--- config.mk ---
export PLATFORM = sky130hd
export DESIGN_NAME = softex_row_serializer
export DESIGN_NICKNAME = d
export VERILOG_FILES = /design/src/rtl/softex_row_serializer_pkg.sv /design/src/rtl/softex_row_serializer_lzc.sv /design/src/rtl/softex_row_serializer.sv
export SDC_FILE = /design/constraint.sdc
export NUM_CORES = 1
export LEC_CHECK = 0
export BUFFER_PORTS_ARGS = -buffer_cell sky130_fd_sc_hd__buf_4
export CAP_MARGIN = 20
export CORE_UTILIZATION = 57
export DETAILED_ROUTE_END_ITERATION = 10
export GPL_ROUTABILITY_DRIVEN = 0
export PLACE_DENSITY = 0.88
export SLEW_MARGIN = 20
export SYNTH_ARGS = -nofsm -noshare
export SYNTH_HDL_FRONTEND = slang
export SYNTH_SLANG_ARGS = --single-unit
export TNS_END_PERCENT = 1
--- constraint.sdc ---
create_clock -name clk_i -period 3.85 [get_ports clk_i]
set_input_delay 0.385 -clock clk_i [delete_from_list [all_inputs] [get_ports clk_i]]
set_output_delay 0.385 -clock clk_i [all_outputs]
set_load 0.01 [all_outputs]
--- src/rtl/softex_row_serializer_pkg.sv ---
// Shared defaults for the softex row serializer slice.
package softex_row_serializer_pkg;

    // Default geometry of one row-parallel beat.
    localparam int unsigned SRS_DEF_NUM_ROWS   = 4;
    localparam int unsigned SRS_DEF_DATA_WIDTH = 16;

    // Counting direction selector for the zero counter: 0 counts trailing
    // zeros (index of lowest set bit), 1 counts leading zeros.
    localparam bit LZC_MODE_TRAILING = 1'b0;
    localparam bit LZC_MODE_LEADING  = 1'b1;

endpackage

--- src/rtl/softex_row_serializer_lzc.sv ---
// Leading/trailing zero counter with empty flag. In trailing mode the count
// equals the index of the lowest set bit; an all-zero input reports 0.
module softex_row_serializer_lzc
    import softex_row_serializer_pkg::*;
#(
    parameter int unsigned WIDTH = 4,
    parameter bit          MODE  = LZC_MODE_TRAILING,
    localparam int unsigned CNT_W = (WIDTH > 1) ? $clog2(WIDTH) : 1
) (
    input  logic [WIDTH-1:0] in_i,
    output logic [CNT_W-1:0] cnt_o,
    output logic             empty_o
);

    // Scan the vector so the last match written is the wanted bit position.
    always_comb begin
        cnt_o = '0;
        if (MODE == LZC_MODE_TRAILING) begin
            for (int i = WIDTH - 1; i >= 0; i--) begin
                if (in_i[i]) begin
                    cnt_o = CNT_W'(i);
                end
            end
        end else begin
            for (int i = 0; i < WIDTH; i++) begin
                if (in_i[i]) begin
                    cnt_o = CNT_W'(WIDTH - 1 - i);
                end
            end
        end
    end

    assign empty_o = ~|in_i;

endmodule

--- src/rtl/softex_row_serializer.sv ---
// Row serializer: takes one strobed beat of NUM_ROWS rows and emits only the
// strobed rows, lowest index first, one per cycle, tagged with index and a
// last-row flag. The only state is the row buffer and its pending mask.
module softex_row_serializer
    import softex_row_serializer_pkg::*;
#(
    parameter int unsigned NUM_ROWS   = SRS_DEF_NUM_ROWS,
    parameter int unsigned DATA_WIDTH = SRS_DEF_DATA_WIDTH,
    localparam int unsigned IDX_W     = (NUM_ROWS > 1) ? $clog2(NUM_ROWS) : 1
) (
    input  logic                           clk_i,
    input  logic                           rst_ni,
    input  logic                           enable_i,
    input  logic                           clear_i,
    input  logic                           valid_i,
    output logic                           ready_o,
    input  logic [NUM_ROWS*DATA_WIDTH-1:0] data_i,
    input  logic [NUM_ROWS-1:0]            strb_i,
    output logic                           valid_o,
    input  logic                           ready_i,
    output logic [DATA_WIDTH-1:0]          data_o,
    output logic [IDX_W-1:0]               idx_o,
    output logic                           last_o
);

    logic [NUM_ROWS-1:0]   pend_q;
    logic [NUM_ROWS-1:0]   pend_next;
    logic [DATA_WIDTH-1:0] buf_q    [NUM_ROWS];
    logic [DATA_WIDTH-1:0] buf_next [NUM_ROWS];

    logic [IDX_W-1:0] sel_idx;
    logic             pend_empty;
    logic             single_pend;
    logic             out_hs;
    logic             in_hs;

    // Lowest pending row is the next one out.
    softex_row_serializer_lzc #(
        .WIDTH (NUM_ROWS),
        .MODE  (LZC_MODE_TRAILING)
    ) i_lzc (
        .in_i    (pend_q),
        .cnt_o   (sel_idx),
        .empty_o (pend_empty)
    );

    // Exactly one bit set: clearing the lowest set bit leaves nothing.
    assign single_pend = ((pend_q & (pend_q - NUM_ROWS'(1))) == '0) & ~pend_empty;

    assign valid_o = enable_i & ~pend_empty;
    assign last_o  = valid_o & single_pend;
    assign idx_o   = sel_idx;
    assign data_o  = pend_empty ? '0 : buf_q[sel_idx];

    assign out_hs  = valid_o & ready_i;
    // A new beat may load while the final row of the current beat leaves.
    assign ready_o = enable_i & ~clear_i & (pend_empty | (out_hs & last_o));
    assign in_hs   = valid_i & ready_o;

    // Pending mask update: clear wins, enable low freezes, a load overrides
    // the retirement of the last row in the overlap cycle.
    always_comb begin
        pend_next = pend_q;
        if (clear_i) begin
            pend_next = '0;
        end else if (enable_i) begin
            if (out_hs) begin
                pend_next[sel_idx] = 1'b0;
            end
            if (in_hs) begin
                pend_next = strb_i;
            end
        end
    end

    // Per-row buffer update: only strobed rows are overwritten on a load.
    for (genvar gi = 0; gi < NUM_ROWS; gi++) begin : g_row
        assign buf_next[gi] = clear_i                ? '0 :
                              (in_hs && strb_i[gi]) ? data_i[gi*DATA_WIDTH +: DATA_WIDTH] :
                                                      buf_q[gi];
    end

    // State registers with asynchronous discard of everything pending.
    always_ff @(posedge clk_i or negedge rst_ni) begin
        if (!rst_ni) begin
            pend_q <= '0;
            for (int r = 0; r < NUM_ROWS; r++) begin
                buf_q[r] <= '0;
            end
        end else begin
            pend_q <= pend_next;
            for (int r = 0; r < NUM_ROWS; r++) begin
                buf_q[r] <= buf_next[r];
            end
        end
    end

endmodule

==> key figures, run 1 <==
Run status
  – Status: finished clean

Logic synthesis
  – Netlist cell types: 30
  – Simple-gate area share of the yosys netlist: 0.142
  – Area contributors post-synth: dfrtp_1, mux2_4, nor2b_1
  – Yosys top cell by area: dfrtp_1
  – Async S/R FF share, synth: 1.00
  – Top FF cell, synth: dfrtp_1
  – Post-synth EDFFs: 0
  – Register area share after synthesis: 0.460
  – Syn nets: 364
  – Synth top area share: 0.460
  – Compound-Gate Fraction of Synth Area: 0.131
  – Synthesized instance count: 290
  – #FFs+latches synth: 68
  – Most common cell in the netlist: dfrtp_1
  – Yosys Warn Count: 0
  – Synth top cells by count: dfrtp_1, nor2b_1, mux2_4
  – Mapped Area: 3700 um2
  – Syn_area_per_cell: 12.7 um2
  – Largest family of logic cells by synthesized area: multiplexers
  – Post-Synth Adder-Cell Area: 0
  – Post-synthesis xor/xnor area fraction: 0.00237
  – Post-synthesis mux area share: 0.231

Setup path
  – CP cell instances: nor2b_2, a22o_1, a221o_1, buf_4
  – Critical path's top delay family: flip-flops
  – WS Path Type: register to primary output
  – Peak per-stage delay on the critical path: 1060 ps
  – Worst EP required: 3460 ps
  – Slowest-stage cell, CP: dfrtp_1
  – Crit path buffers/inverters: 1
  – CP Max Fanout: 31
  – CP endpoint kind: primary output
  – CP startpoint kind: register
  – WP data arrival: 2510 ps

Timing
  – Pin slew with the least headroom to its limit: 1070 ps
  – Skew final: 7.83 ps
  – Setup TNS: 0 ps
  – RSZ-0062 raised after global routing: no
  – Hold Fails Final Rpt: 0
  – Final setup violation count: 0
  – Fmax: 346 MHz
  – Setup ws final: 957 ps
  – Fin. max-slew vios: 0
  – Tcrit/Tclk final: 0.751
  – Relative slew slack: 0.286
  – Crit path time final: 2890 ps

CTS
  – Clock Sinks: 68
  – CTS tree: yes
  – Root buffer cell: clkbuf_8
  – Post CTS Setup Buffer Count: 0
  – Cts repair resizes: 0
  – Depth of the CTS H-tree: 3
  – Longest Clk Path Bufs: 2
  – Skew-Pair Late Insertion Delay: 340 ps
  – Cts hold-fix bufs: 0
  – CTS Buf Count: 9
  – Register clock-pin slew on the reported worst setup and hold paths: 70 ps

Layout
  – Area of the multi-input gates: 1880 um2
  – Fillers: 399
  – FF/Latch Area: 1700 um2
  – Post-layout net count: 450
  – Diode count: 0
  – Synth-to-Final Area Change: 24.6%
  – Share of layout cells above drive strength 1: 0.415

Global route
  – First-pass GRT wire length: 13100 um
  – Number of global-route vias before repair: 2627
  – GRT overflow: 0
  – Largest net degree at the start of global routing: 69
  – Initial antenna violation count: 0
  – GRT Resource Usage Total: 0.267

Die
  – Initial Utilization: 0.607
  – Core footprint: 6100 um2
  – Die extent in y: 82.5 um
  – Full die area: 6810 um2
  – Row count: 28
  – I/O pins: 95
  – Die W: 82.5 um

Place
  – HPWL after DPL: 5970 um
  – I/O Buffers: 94
  – Pre-CTS WS: 1110 ps

Detailed routing
  – Total Wirelength: 8630 um
  – Residual DRC: 0
  – 1st-iter DRT viols: 214
  – Post-DRT Antenna Nets: 0
  – WL/cell: 18.9 um
  – Router iterations before antenna repair: 4
  – Drt via density: 5.78
  – Via count: 2635

Power and ir drop
  – Power per Cell Area: 339 nW/um2
  – Static Leak: 2.41 nW
  – VDD IR-drop max: 0.259 mV

Min path
  – HP Class: input pin to async pin

Flow run
  – Max-Cap Viols: 0
[cells in the final DEF (no fill, tap or decap), drive strengths merged]
master	instances
buf	96
dfrtp	68
nor2b	66
mux2	64
a22o	16
a221o	16
clkbuf	9
o21ai	7
nand2	6
and3	4
nor3	3
inv	3
clkinv	3
nor2	2
o311ai	2
clkinvlp	2
a21oi	1
nand3b	1
a211oi	1
a21boi	1
or3	1
o32ai	1
o21a	1
nor4b	1
xor2	1
and2	1
o41a	1
o211ai	1
nand3	1
bufinv	1
[worst reg2reg max path, cell delays in order (launching register included)]
cell and delay (ps):
dfrtp_1 1060, or3_1 290, o32ai_4 160, o21ai_4 650, mux2_1 410
[state kept, by name (all words and copies together), names as in the netlist]
| signal | flops |
|---|---|
| buf_q | 64 |
| pend_q | 4 |
[metal layers]
metal / wire length (um) / track usage / up-vias
met5: 0 / 0 / -
met4: 132 / 0.0879 / 0
met3: 467 / 0.0451 / 13
met2: 4160 / 0.428 / 85
met1: 3870 / 0.369 / 1326
li1: - / - / 1211
[final cells by class]
| class | count | share of cell area |
|---|---|---|
| Multi-Input combinational cell | 199 | 0.409 |
| Clock inverter | 7 | 0.0166 |
| Timing Repair Buffer | 96 | 0.156 |
| Inverter | 2 | 0.00163 |
| Tap cell | 75 | 0.0204 |
| Clock buffer | 9 | 0.0269 |
| Sequential cell | 68 | 0.369 |
[through the flow]
step / util / power (mW) / instances / cell area [um2] / hold WS [ps]
5_1_grt: 0.756 / 1.62 / 456 / 4610 / 204
2_1_floorplan: - / 0.882 / 290 / 3700 / 89.4
6_report: 0.756 / 1.56 / 456 / 4610 / 136
3_5_place_dp: 0.722 / 0.991 / 440 / 4400 / 540
4_1_cts: 0.755 / 1.57 / 456 / 4600 / 179
3_3_place_gp: 0.722 / 0.986 / 440 / 4400 / 538
[kinds of logic after synthesis]
group,Yosys count
and+or+nand+nor,86
DFF,68
muxes,64
AOI/OAI and AO/OA,48
buffers and inverters,23
xor gates and xnor gates,1
[report_power, final]
group | leakage (nW) | switching [mW] | total [mW] | internal (mW)
combinational | 1.38 | 0.0947 | 0.209 | 0.115
clock | 0.0958 | 0.280 | 0.582 | 0.302
sequential | 0.936 | 0.0290 | 0.770 | 0.740
[path summary, 6_finish.rpt]
kind | start | endpoint | slack (ps) | cells after the start
worst max-delay path | pend_q[0] | data_o[9] | 960 | 4
worst min register to register | buf_q[20] | buf_q[20] | 620 | 2
worst min-delay path | rst_ni | buf_q[32] | 140 | 1
max in group asynchronous | rst_ni | buf_q[18] | 3160 | 1
worst max register to register | pend_q[0] | buf_q[18] | 1160 | 4
min in group clk_i | data_i[59] | buf_q[11] | 260 | 2
(Power assumes the default switching activity.)
==> run 2: changes to the inputs <==
--- a/config.mk
+++ b/config.mk
@@ -7,10 +7,10 @@
 export LEC_CHECK = 0
 export BUFFER_PORTS_ARGS = -buffer_cell sky130_fd_sc_hd__buf_4
 export CAP_MARGIN = 20
-export CORE_UTILIZATION = 57
+export CORE_UTILIZATION = 53
 export DETAILED_ROUTE_END_ITERATION = 10
 export GPL_ROUTABILITY_DRIVEN = 0
-export PLACE_DENSITY = 0.88
+export PLACE_DENSITY = 0.83
 export SLEW_MARGIN = 20
 export SYNTH_ARGS = -nofsm -noshare
 export SYNTH_HDL_FRONTEND = slang
==> constraint.sdc (replaced) <==
create_clock -name clk_i -period 2.68 [get_ports clk_i]
set_input_delay 0.268 -clock clk_i [delete_from_list [all_inputs] [get_ports clk_i]]
set_output_delay 0.268 -clock clk_i [all_outputs]
set_load 0.01 [all_outputs]
==> run 2 against run 1 <==
Net effect:
- sequential power is 43% higher
- clock-buffer cell count stayed put
- global-route usage is 1.3 points lower
- critical endpoint is now data_o[3]
- largest cell class unchanged
- highest routed layer unchanged
==> key figures, run 2 (synthesized netlist as in run 1, its figures left out) <==
Global route
  – Initial antenna violation count: 0 (unchanged)
  – Largest net degree at the start of global routing: 69 (unchanged)
  – First-pass GRT wire length: 14000 um (was 13100 um)
  – GRT Resource Usage Total: 0.254 (was 0.267)
  – Number of global-route vias before repair: 2744 (was 2627)
  – GRT overflow: 0 (unchanged)

Setup path
  – CP endpoint kind: primary output (unchanged)
  – Worst reg2reg path depth: 5 (was 4)
  – Crit path buffers/inverters: 2 (was 1)
  – CP most frequent cell: buf_4
  – Slowest-stage cell, CP: dfrtp_1 (unchanged)
  – Worst EP required: 2410 ps (was 3460 ps)
  – CP startpoint kind: register (unchanged)
  – WS Path Type: register to primary output (unchanged)
  – Peak per-stage delay on the critical path: 620 ps (was 1060 ps)
  – Worst path depth: 5 (was 4)
  – WP data arrival: 2250 ps (was 2510 ps)
  – CP cell instances: nor2b_1, buf_4, a22o_1, a221o_1, buf_4 (was nor2b_2, a22o_1, a221o_1, buf_4)
  – CP Max Fanout: 13 (was 31)
  – Critical path's top delay family: flip-flops (unchanged)

Timing
  – Tcrit/Tclk final: 0.939
  – Crit path time final: 2520 ps
  – Smallest hold slack: 20.9 ps (was 136 ps)
  – Skew final: 7.24 ps (was 7.83 ps)
  – Fmax: 397 MHz
  – Hold Fails Final Rpt: 0 (unchanged)
  – Setup TNS: 0 ps (unchanged)
  – Pin slew with the least headroom to its limit: 841 ps (was 1070 ps)
  – Setup ws final: 162 ps (was 957 ps)
  – Relative slew slack: 0.439 (was 0.286)
  – RSZ-0062 raised after global routing: no (unchanged)
  – Fin. max-slew vios: 0 (unchanged)
  – Final setup violation count: 0 (unchanged)

CTS
  – Clock Sinks: 68 (unchanged)
  – Longest Clk Path Bufs: 2 (unchanged)
  – Cts repair resizes: 0 (unchanged)
  – CTS Buf Count: 9 (unchanged)
  – Register clock-pin slew on the reported worst setup and hold paths: 70 ps (about the same)
  – CTS tree: yes (unchanged)
  – Depth of the CTS H-tree: 3 (unchanged)
  – Post CTS Setup Buffer Count: 0 (unchanged)
  – Cts hold-fix bufs: 0 (unchanged)
  – Skew-Pair Late Insertion Delay: 350 ps (was 340 ps)
  – Root buffer cell: clkbuf_8 (unchanged)

Detailed routing
  – Router iterations before antenna repair: 5 (was 4)
  – Met2 wire len: 4150 um (was 4160 um)
  – Post-route met1 wirelength: 3980 um (was 3870 um)
  – Via count: 2649 (was 2635)
  – Top Metal Used: met4 (unchanged)
  – Total Wirelength: 8680 um (was 8630 um)
  – Residual DRC: 0 (unchanged)
  – Post-DRT Antenna Nets: 0 (unchanged)
  – WL/cell: 18.7 um (was 18.9 um)
  – Drt via density: 5.71 (was 5.78)
  – 1st-iter DRT viols: 135 (was 214)
  – WL met3: 426 um (was 467 um)

Die
  – Full die area: 7310 um2 (was 6810 um2)
  – Core footprint: 6760 um2 (was 6100 um2)
  – I/O pins: 95 (unchanged)
  – Row count: 30 (was 28)
  – Die extent in y: 85.5 um (was 82.5 um)
  – Die W: 85.5 um (was 82.5 um)
  – Initial Utilization: 0.547 (was 0.607)

Flow run
  – Max-Cap Viols: 0 (unchanged)

Layout
  – Largest Register: buf_q (unchanged)
  – Diode count: 0 (unchanged)
  – Post-layout util: 0.693 (was 0.756)
  – Post-layout net count: 454 (was 450)
  – Synth-to-Final Area Change: 26.7% (was 24.6%)
  – Largest register FFs: 64 (unchanged)
  – Most common cell after layout, fill and taps aside: buf_4 (unchanged)
  – Share of layout cells above drive strength 1: 0.417 (was 0.415)
  – Commonest cells after routing, fill and taps aside: buf_4, dfrtp_1, nor2b_1, mux2_4, mux2_1 (unchanged)
  – Top Registers: buf_q: 64 flops, pend_q: 4 flops (unchanged)
  – Final cell count without fillers: 464 (was 456)
  – Fillers: 476 (was 399)
  – Fin area: 4680 um2 (was 4610 um2)

Place
  – Post-place instance area: 4440 um2 (was 4400 um2)
  – Pre-CTS WS: 411 ps (was 1110 ps)
  – Placed Cells: 449 (was 440)
  – I/O Buffers: 94 (unchanged)
  – HPWL after DPL: 5850 um (was 5970 um)

Power and ir drop
  – Static Leak: 2.45 nW (was 2.41 nW)
  – Power Total: 2.42 mW (was 1.56 mW)
  – VDD IR-drop max: 0.318 mV (was 0.259 mV)
  – Power per Cell Area: 517 nW/um2 (was 339 nW/um2)

Run status
  – Status: finished clean (unchanged)

Min path
  – HP Class: input pin to async pin (unchanged)
## run 2: path summary, 6_finish.rpt
kind                       startpoint        end  slack, ps
max in group asynchronous      rst_ni  buf_q[51]       2120
setup reg to reg            pend_q[0]  buf_q[18]        380
hold / removal                 rst_ni  buf_q[24]         20
min in group clk_i         data_i[21]  buf_q[37]        120
hold reg to reg              buf_q[8]   buf_q[8]        620
setup / recovery            pend_q[1]  data_o[3]        160
## run 2: layer usage
layer | global-route usage | vias up
li1 | - | 1224
met1 | 0.356 | 1333
met2 | 0.393 | 84
met3 | 0.0529 | 8
met4 | 0.0909 | 0
met5 | 0 | -
## run 2: layout make-up
cell class	count	area [um2]	area share
Clock inverter	6	114	0.0243
Inverter	2	7.51	0.00160
Multi-Input combinational cell	199	1890	0.403
Clock buffer	9	124	0.0264
Tap cell	80	100	0.0214
Sequential cell	68	1700	0.363
Timing Repair Buffer	100	751	0.160
## run 2: worst register-to-register path, stage by stage, from the launching register on
cell     delay [ps]
dfrtp_1         600
buf_4           250
or3_1           160
o32ai_4         150
o21ai_4         630
mux2_1          400
## run 2: report_power, final
group / leakage [nW] / switching (mW) / internal, mW
combinational: 1.40 / 0.141 / 0.169
clock: 0.112 / 0.398 / 0.614
sequential: 0.936 / 0.0360 / 1.06
==> run 3: changes to the inputs <==
--- a/config.mk
+++ b/config.mk
@@ -7,6 +7,7 @@
 export LEC_CHECK = 0
 export BUFFER_PORTS_ARGS = -buffer_cell sky130_fd_sc_hd__buf_4
 export CAP_MARGIN = 20
+export CORE_ASPECT_RATIO = 0.6
 export CORE_UTILIZATION = 53
 export DETAILED_ROUTE_END_ITERATION = 10
 export GPL_ROUTABILITY_DRIVEN = 0
==> run 3 against run 2 <==
Net effect:
- sequential cell count did not move
- combinational power is 2% higher
- sequential share of layout area decreased by 0.73 points
- worst setup slack improved by 70 ps
- clock skew down 2.1 ps
- non-clock buffer count down 2
- fmax up 2.9%
- final cell count increased by 1.3%
- core utilization rose by 2.0 points
- register-to-register slack worse by 110 ps
- global-route usage increased by 2.5 points
- largest power group is now the clock network
- first-iteration DRC count increased by 84%
==> key figures, run 3 (synthesized netlist as in run 1, its figures left out) <==
Power and ir drop
  – Static Leak: 2.49 nW (was 2.45 nW)
  – Power per Cell Area: 573 nW/um2 (was 517 nW/um2)
  – VDD IR-drop max: 0.375 mV (was 0.318 mV)

Timing
  – Fmax: 409 MHz (was 397 MHz)
  – Tcrit/Tclk final: 0.913 (was 0.939)
  – Relative slew slack: 0.418 (was 0.439)
  – Final setup violation count: 0 (unchanged)
  – Setup TNS: 0 ps (unchanged)
  – Pin slew with the least headroom to its limit: 872 ps (was 841 ps)
  – Setup ws final: 232 ps (was 162 ps)
  – Skew final: 5.11 ps (was 7.24 ps)
  – Hold Fails Final Rpt: 0 (unchanged)
  – Crit path time final: 2450 ps (was 2520 ps)
  – RSZ-0062 raised after global routing: no (unchanged)
  – Fin. max-slew vios: 0 (unchanged)

Global route
  – Met3 GRT Util: 0.115 (was 0.0529)
  – Initial antenna violation count: 0 (unchanged)
  – Grt met2 use: 0.388 (was 0.393)
  – Number of global-route vias before repair: 2709 (was 2744)
  – GRT Resource Usage Total: 0.279 (was 0.254)
  – Largest net degree at the start of global routing: 69 (unchanged)
  – GRT met1 Usage: 0.398 (was 0.356)
  – GRT overflow: 0 (unchanged)
  – First-pass GRT wire length: 14400 um (was 14000 um)
  – Top Usage Layer GRT: met1 (was met2)

Layout
  – Synth-to-Final Area Change: 29.3% (was 26.7%)
  – Commonest cells after routing, fill and taps aside: buf_4, dfrtp_1, nor2b_1, mux2_4, mux2_1 (unchanged)
  – Post-layout net count: 452 (was 454)
  – Share of layout cells above drive strength 1: 0.415 (was 0.417)
  – Diode count: 0 (unchanged)
  – Fin area: 4780 um2 (was 4680 um2)
  – Largest Register: buf_q (unchanged)
  – Most common cell after layout, fill and taps aside: buf_4 (unchanged)
  – Largest register FFs: 64 (unchanged)
  – Top Registers: buf_q: 64 flops, pend_q: 4 flops (unchanged)

CTS
  – Root buffer cell: clkbuf_16 (was clkbuf_8)
  – Post CTS Setup Buffer Count: 0 (unchanged)
  – Cts repair resizes: 2 (was 0)
  – Register clock-pin slew on the reported worst setup and hold paths: 50 ps (was 70 ps)
  – Clock Sinks: 68 (unchanged)
  – Skew-Pair Late Insertion Delay: 340 ps (was 350 ps)
  – CTS Buf Count: 9 (unchanged)
  – Longest Clk Path Bufs: 2 (unchanged)
  – CTS tree: yes (unchanged)
  – Cts hold-fix bufs: 0 (unchanged)
  – Depth of the CTS H-tree: 3 (unchanged)

Place
  – HPWL after DPL: 6450 um (was 5850 um)
  – Post-place instance area: 4430 um2 (was 4440 um2)
  – Pre-CTS WS: 321 ps (was 411 ps)
  – I/O Buffers: 94 (unchanged)

Die
  – Row count: 23 (was 30)
  – Die extent in y: 66.7 um (was 85.5 um)
  – Die W: 110 um (was 85.5 um)
  – I/O pins: 95 (unchanged)
  – Full die area: 7320 um2 (was 7310 um2)
  – Core footprint: 6710 um2 (was 6760 um2)
  – Initial Utilization: 0.551 (was 0.547)

Min path
  – HP Class: input pin to async pin (unchanged)

Setup path
  – Peak per-stage delay on the critical path: 680 ps (was 620 ps)
  – CP Max Fanout: 16 (was 13)
  – WP data arrival: 2180 ps (was 2250 ps)
  – Slowest-stage cell, CP: nor2b_2 (was dfrtp_1)
  – CP startpoint kind: register (unchanged)
  – WS Path Type: register to primary output (unchanged)
  – Worst EP required: 2410 ps (about the same)
  – CP cell instances: nor2b_2, a22o_1, a221o_1, buf_4 (was nor2b_1, buf_4, a22o_1, a221o_1, buf_4)
  – CP endpoint kind: primary output (unchanged)

Detailed routing
  – WL/cell: 20.4 um (was 18.7 um)
  – Post-DRT Antenna Nets: 0 (unchanged)
  – Via count: 2696 (was 2649)
  – Total Wirelength: 9570 um (was 8680 um)
  – 1st-iter DRT viols: 249 (was 135)
  – Drt via density: 5.74 (was 5.71)
  – Residual DRC: 0 (unchanged)
  – Router iterations before antenna repair: 6 (was 5)

Run status
  – Status: finished clean (unchanged)

Flow run
  – Max-Cap Viols: 0 (unchanged)
## run 3: per-stage QoR
| stage | utilization | power (mW) | hold slack [ps] | cells |
|---|---|---|---|---|
| floorplan | - | 1.27 | -27.6 | 290 |
| global placement | 0.661 | 1.42 | 427 | 454 |
| detailed placement | 0.661 | 1.43 | 430 | 454 |
| CTS | 0.713 | 2.75 | 79.7 | 470 |
| global route | 0.713 | 2.82 | 104 | 470 |
| finish | 0.713 | 2.74 | 28.1 | 470 |
## run 3: cell type report
type,count,area [um2]
clock buffers,13,270
flip-flops and latches,68,1700
clock inverters,3,67.6
inverters,2,7.51
fillers,481,1920
well taps,87,109
multi-input cells,199,1890
repair buffers,98,736
## run 3: routing by layer
| metal | wire length (um) | share of wire |
|---|---|---|
| met5 | 0 | 0 |
| met4 | 110 | 0.011 |
| met3 | 930 | 0.097 |
| met2 | 4030 | 0.42 |
| met1 | 4500 | 0.47 |
## run 3: power by group
part,switching [mW],leakage [nW],internal (mW)
Sequential,0.0377,0.936,1.07
Combinational,0.148,1.39,0.167
Clock,0.428,0.162,0.890
Total,0.614,2.49,2.12
## run 3: final timing paths
check | start | to | slack [ps] | depth (start not counted)
max in group asynchronous | rst_ni | buf_q[52] | 2050 | 1
max reg2reg | pend_q[1] | buf_q[20] | 270 | 4
min in group clk_i | data_i[21] | buf_q[37] | 140 | 2
min reg2reg | buf_q[7] | buf_q[7] | 620 | 2
min | rst_ni | buf_q[5] | 30 | 1
max | pend_q[1] | data_o[12] | 230 | 4
## run 3: critical path: cells and delay by family, from the launching register on
family | cells | cell delay, ps
AND/OR/NAND/NOR | 1 | 680
buffers and inverters | 1 | 120
AO/OA/AOI/OAI | 2 | 430
flip-flops | 1 | 620
